`config.mk`:
```
export PLATFORM = sky130hd
export DESIGN_NAME = apb_mem_slave_v2
export DESIGN_NICKNAME = d
export VERILOG_FILES = /design/src/rtl/apb_mem_slave_v2.sv
export SDC_FILE = /design/constraint.sdc
export NUM_CORES = 2
export LEC_CHECK = 0
export ABC_CLOCK_PERIOD_IN_PS = 7600
export CAP_MARGIN = 20
export CORE_MARGIN = 2
export CORE_UTILIZATION = 40
export CTS_BUF_LIST = sky130_fd_sc_hd__clkbuf_8
export DETAILED_ROUTE_END_ITERATION = 8
export PLACE_DENSITY = 0.59
export SYNTH_ARGS = -nofsm -noshare
export SYNTH_HDL_FRONTEND = slang
export SYNTH_SLANG_ARGS = --single-unit
```
`constraint.sdc`:
```
create_clock -name PCLK -period 7.6 [get_ports PCLK]
set_input_delay 1.14 -clock PCLK [delete_from_list [all_inputs] [get_ports PCLK]]
set_output_delay 1.14 -clock PCLK [all_outputs]
set_load 0.01 [all_outputs]
```
`src/rtl/apb_mem_slave_v2.sv`:
```
// rtl/apb_mem_slave_v2.sv - APB4 word memory slave with byte strobes, wait states, RO region
// Request is captured at the setup edge; completion flags come from state/counter only.
module apb_mem_slave_v2 #(
   parameter int ADDR_WIDTH  = 32,
   parameter int DATA_WIDTH  = 32,
   parameter int MEM_DEPTH   = 64,
   parameter int WAIT_CYCLES = 0,
   parameter int RO_WORDS    = 0
) (
   input  logic                    PCLK,
   input  logic                    PPRESETn,
   input  logic                    PSEL_i,
   input  logic                    PENABLE_i,
   input  logic                    PWRITE_i,
   input  logic [ADDR_WIDTH-1:0]   PADDR_i,
   input  logic [DATA_WIDTH-1:0]   PWDATA_i,
   input  logic [DATA_WIDTH/8-1:0] PSTRB_i,
   output logic                    PREADY_o,
   output logic [DATA_WIDTH-1:0]   PRDATA_o,
   output logic                    PSLVERR_o
);
   localparam int NB  = DATA_WIDTH / 8;
   localparam int OFS = $clog2(NB);
   localparam int IW  = ADDR_WIDTH - OFS;
   localparam int MW  = (MEM_DEPTH > 1) ? $clog2(MEM_DEPTH) : 1;
   localparam logic [IW-1:0] DEPTH_L = IW'(MEM_DEPTH);
   localparam logic [3:0]    WAIT_L  = 4'(WAIT_CYCLES);

   typedef enum logic [1:0] {IDLE, SETUP, ACCESS} state_t;

   state_t                state_q, state_d;
   logic [3:0]            cnt_q, cnt_d;
   logic [IW-1:0]         idx_q, idx_d;
   logic                  wr_q, wr_d;
   logic [DATA_WIDTH-1:0] wdata_q, wdata_d;
   logic [NB-1:0]         strb_q, strb_d;
   logic [DATA_WIDTH-1:0] mem_q [MEM_DEPTH];
   logic [DATA_WIDTH-1:0] mem_d [MEM_DEPTH];

   logic ro_hit, err, done, latch;

   generate
      if (RO_WORDS > 0) begin : g_ro
         assign ro_hit = idx_q < IW'(RO_WORDS);
      end else begin : g_no_ro
         assign ro_hit = 1'b0;
      end
      if (OFS > 0) begin : g_ofs
         logic unused_ofs;
         assign unused_ofs = ^PADDR_i[OFS-1:0];
      end
   endgenerate

   assign err       = (idx_q >= DEPTH_L) || (wr_q && ro_hit);
   assign PREADY_o  = (state_q == ACCESS) && (cnt_q == WAIT_L);
   assign done      = PREADY_o && PSEL_i;
   assign PSLVERR_o = PREADY_o && err;
   assign PRDATA_o  = (PREADY_o && !wr_q && !err) ? mem_q[idx_q[MW-1:0]] : '0;

   always_comb begin
      state_d = state_q;
      cnt_d   = cnt_q;
      idx_d   = idx_q;
      wr_d    = wr_q;
      wdata_d = wdata_q;
      strb_d  = strb_q;
      mem_d   = mem_q;
      latch   = 1'b0;
      case (state_q)
         IDLE: begin
            if (PSEL_i && !PENABLE_i) begin
               state_d = SETUP;
               latch   = 1'b1;
            end
         end
         SETUP: begin
            if (!PSEL_i) begin
               state_d = IDLE;
            end else if (PENABLE_i) begin
               state_d = ACCESS;
               cnt_d   = '0;
            end else begin
               latch = 1'b1;
            end
         end
         ACCESS: begin
            if (done) begin
               if (wr_q && !err) begin
                  for (int b = 0; b < NB; b++) begin
                     if (strb_q[b]) mem_d[idx_q[MW-1:0]][b*8 +: 8] = wdata_q[b*8 +: 8];
                  end
               end
               // A fresh setup phase on the completing edge is taken as back-to-back.
               if (!PENABLE_i) begin
                  state_d = SETUP;
                  latch   = 1'b1;
               end else begin
                  state_d = IDLE;
               end
            end else if (!PSEL_i || !PENABLE_i) begin
               state_d = IDLE;
            end else begin
               cnt_d = cnt_q + 4'd1;
            end
         end
         default: state_d = IDLE;
      endcase
      if (latch) begin
         idx_d   = PADDR_i[ADDR_WIDTH-1:OFS];
         wr_d    = PWRITE_i;
         wdata_d = PWDATA_i;
         strb_d  = PSTRB_i;
      end
   end

   always_ff @(posedge PCLK or negedge PPRESETn) begin
      if (!PPRESETn) begin
         state_q <= IDLE;
         cnt_q   <= '0;
         idx_q   <= '0;
         wr_q    <= 1'b0;
         wdata_q <= '0;
         strb_q  <= '0;
         for (int i = 0; i < MEM_DEPTH; i++) mem_q[i] <= '0;
      end else begin
         state_q <= state_d;
         cnt_q   <= cnt_d;
         idx_q   <= idx_d;
         wr_q    <= wr_d;
         wdata_q <= wdata_d;
         strb_q  <= strb_d;
         mem_q   <= mem_d;
      end
   end
endmodule

```
==> impl_metrics.tcl <==
set metrics [dict create \
    grt_pass1_vias 64645 \
    cts_tree "done" \
    wl_mm 316.1 \
    avgSynthCellArea_um2 14.29 \
    grt_pass1_wl_mm 459.5 \
    fin_crit_sh 0.9178 \
    insertion_delay_ns 1.08 \
    async_flop_share 1.000 \
    antenna_found_initial 12 \
    seqCellArea_mm2 0.05313 \
    max_cap_viol_count 0 \
    yosys_warnings 0 \
    min_path_type "register to register" \
    path_buf_inv 2 \
    row_count 180 \
    multi_input_area_mm2 0.04144 \
    reg2reg_depth 8 \
    routed.top_layer "met5" \
    drt-met1-wl_mm 133.2 \
    core_mm2 0.2408 \
    stdcell_count 10396 \
    rsz0062_at_grt "no" \
    boundaryPins 107 \
    dieArea_mm2 0.2464 \
    drc_errors 0 \
    synth_nets 6867 \
    syn_inst 6788 \
    cts.path.max_buffers 4 \
    crit_path_cell_trace "inv_1, ha_1, nor3b_2, nand2_1, or4_2, a221oi_1, o211ai_1, nor4_1, clkdlybuf4s50_1" \
    synth_top_flop_cell "dfrtp_1" \
    timing.final.setup_violations 0 \
    worstSetupEndpointType "primary output" \
    gp_congestion 0.8596 \
    fin_skew_ns 0.05727 \
    period_minus_slack_ns 6.975 \
    tns_ns 0 \
    grt_usage 0.2556 \
    met3_length_mm 23.75 \
    via_per_inst 5.959 \
    finalHoldViolations 0 \
    yosysSeqAreaShare 0.5472 \
    dp_cells 9754 \
    final_net_count 7031 \
    slew_violations 0 \
    tightest_slew_ns 1.210 \
    wl_per_cell_um 30.41 \
    cp-start-kind "register" \
    drt_pre_antenna_iters 7 \
    grt_max_degree 176 \
    die_w_um 496.4 \
    status "finished, final reports clean" \
    cts.clk_slew.worst_paths_ns 0.06 \
    cp.required_ns 6.46 \
    dr_total_vias 61948 \
    synth_cell_types 70 \
    wl_met2_mm 143.9 \
    ir_worst_vdd_mv 0.4714 \
    path_class "register to primary output" \
    clk_root_buffer_cell "clkbuf_8" \
    slew_headroom 0.1858 \
    cp_data_arrival_time_ns 5.84 \
    layout_common_cells "mux2_2, dfrtp_1, clkbuf_8" \
    power_density_mw_per_mm2 306.2 \
    die_h_um 496.4 \
    critPathMaxFanout 16 \
    cp_slowest_cell "or4_2" \
    cts.sinks 2121 \
    dpl.hpwl_mm 200.9 \
    synth_edf_count 0 \
    cts_resized 0 \
    p_leak_nw 53.70 \
    hold_path_depth 1 \
    fillCellCount 21464 \
    syn_to_final_growth_pct 12.32 \
    fmax_mhz 143.4 \
    drt_iter0_drc 5865 \
    start_util 0.4028 \
    synth_area_mm2 0.09699 \
    critical-path-top-delay-family "simple AND/OR/NAND/NOR gates" \
    cts_max_level 5 \
    mostFrequentLayoutCell "mux2_2" \
    cts_buffers 375 \
    grt-ovfl-total 0 \
    ant_nets 0 \
    cp.depth 9 \
    synth-seq-cells 2121 \
    critPathMaxStageDelay_ns 1.09 \
    port-buffer-count 104 \
    drive_above_1_share 0.4971 \
]
[layout make-up]
| class | count | share of cell area |
|---|---|---|
| repair buffers | 325 | 0.02828 |
| clock buffers | 470 | 0.05938 |
| flip-flops and latches | 2121 | 0.4877 |
| diodes | 7 | 0.0001608 |
| clock inverters | 159 | 0.007006 |
| multi-input cells | 4118 | 0.3804 |
| well taps | 3185 | 0.03658 |
| inverters | 11 | 0.0004709 |
[per-layer routing]
| layer | vias up | track usage |
|---|---|---|
| met2 | 2256 | 0.3934 |
| met3 | 662 | 0.06070 |
| met1 | 33337 | 0.3424 |
| met5 | - | 0 |
| li1 | 25681 | - |
| met4 | 12 | 0.1169 |
[kinds of logic after synthesis]
kind of cell | synth area share
compound gates | 0.05849
fa+ha+maj | 0.0007740
buf+inv | 0.02749
flops | 0.5472
mux | 0.3328
simple gates | 0.03323
[per-stage QoR]
step | area [µm²] | hold WS [ns] | utilization | setup WS (ns) | total power [mW]
final | 108900 | 0.4950 | 0.4525 | 0.6246 | 33.35
after global routing | 108900 | 0.5048 | 0.4524 | 0.5196 | 34.48
after CTS | 108900 | 0.4976 | 0.4522 | 0.6414 | 33.41
after detailed placement | 101600 | 0.4838 | 0.4221 | 1.842 | 23.04
after global placement | 101600 | 0.4699 | 0.4220 | 1.842 | 22.96
after floorplan | 96990 | 0.4595 | - | 3.988 | 18.07
[power by group]
group          internal, mW  switching, mW
clock                  5.64           4.72
combinational          2.94           8.02
sequential             11.5          0.524
total                  20.1           13.3
[final timing paths]
path,start,endpoint,slack (ns)
max,cnt_q[0]$_DFFE_PN0P_,PRDATA_o[7],0.62
min,mem_q[2032]$_DFFE_PN0P_,mem_q[2032]$_DFFE_PN0P_,0.49
max reg2reg,idx_q[1]$_DFFE_PN0P_,mem_q[301]$_DFFE_PN0P_,2.34
min reg2reg,mem_q[2032]$_DFFE_PN0P_,mem_q[2032]$_DFFE_PN0P_,0.49
max in group asynchronous,PPRESETn,mem_q[1430]$_DFFE_PN0P_,4.99
min in group asynchronous,PPRESETn,mem_q[718]$_DFFE_PN0P_,0.66
[timing repair]
action                                 CTS  global route
endpoints found under the hold margin   11             0
buffers inserted                         0             0
hold buffers                             1             0
[flip-flops by register name, summed over array words and instances, names as in the netlist]
signal and cells:
wdata_q 32, idx_q 30, strb_q 4, state_q 2, mem_q 2048, wr_q 1
cnt_q 4
[synth_stat cells, drive strengths merged, types with 10 or more instances]
cell,number,share of area
a2bb2oi,23,0.0021
nor2,157,0.0061
nand2,376,0.021
clkbuf,326,0.013
nor4,20,0.0013
buf,212,0.014
o221ai,159,0.014
dfrtp,2121,0.55
a211oi,11,0.00085
mux4,211,0.049
o22ai,251,0.016
a21oi,103,0.0053
mux2,2301,0.27
nand3,10,0.00052
o21ai,91,0.0047
inv,11,0.00043
o22a,13,0.0012
mux2i,161,0.017
a22oi,41,0.0032
a221o,12,0.0012
a221oi,43,0.0039
Note: power is estimated with default switching activity, not from simulation.
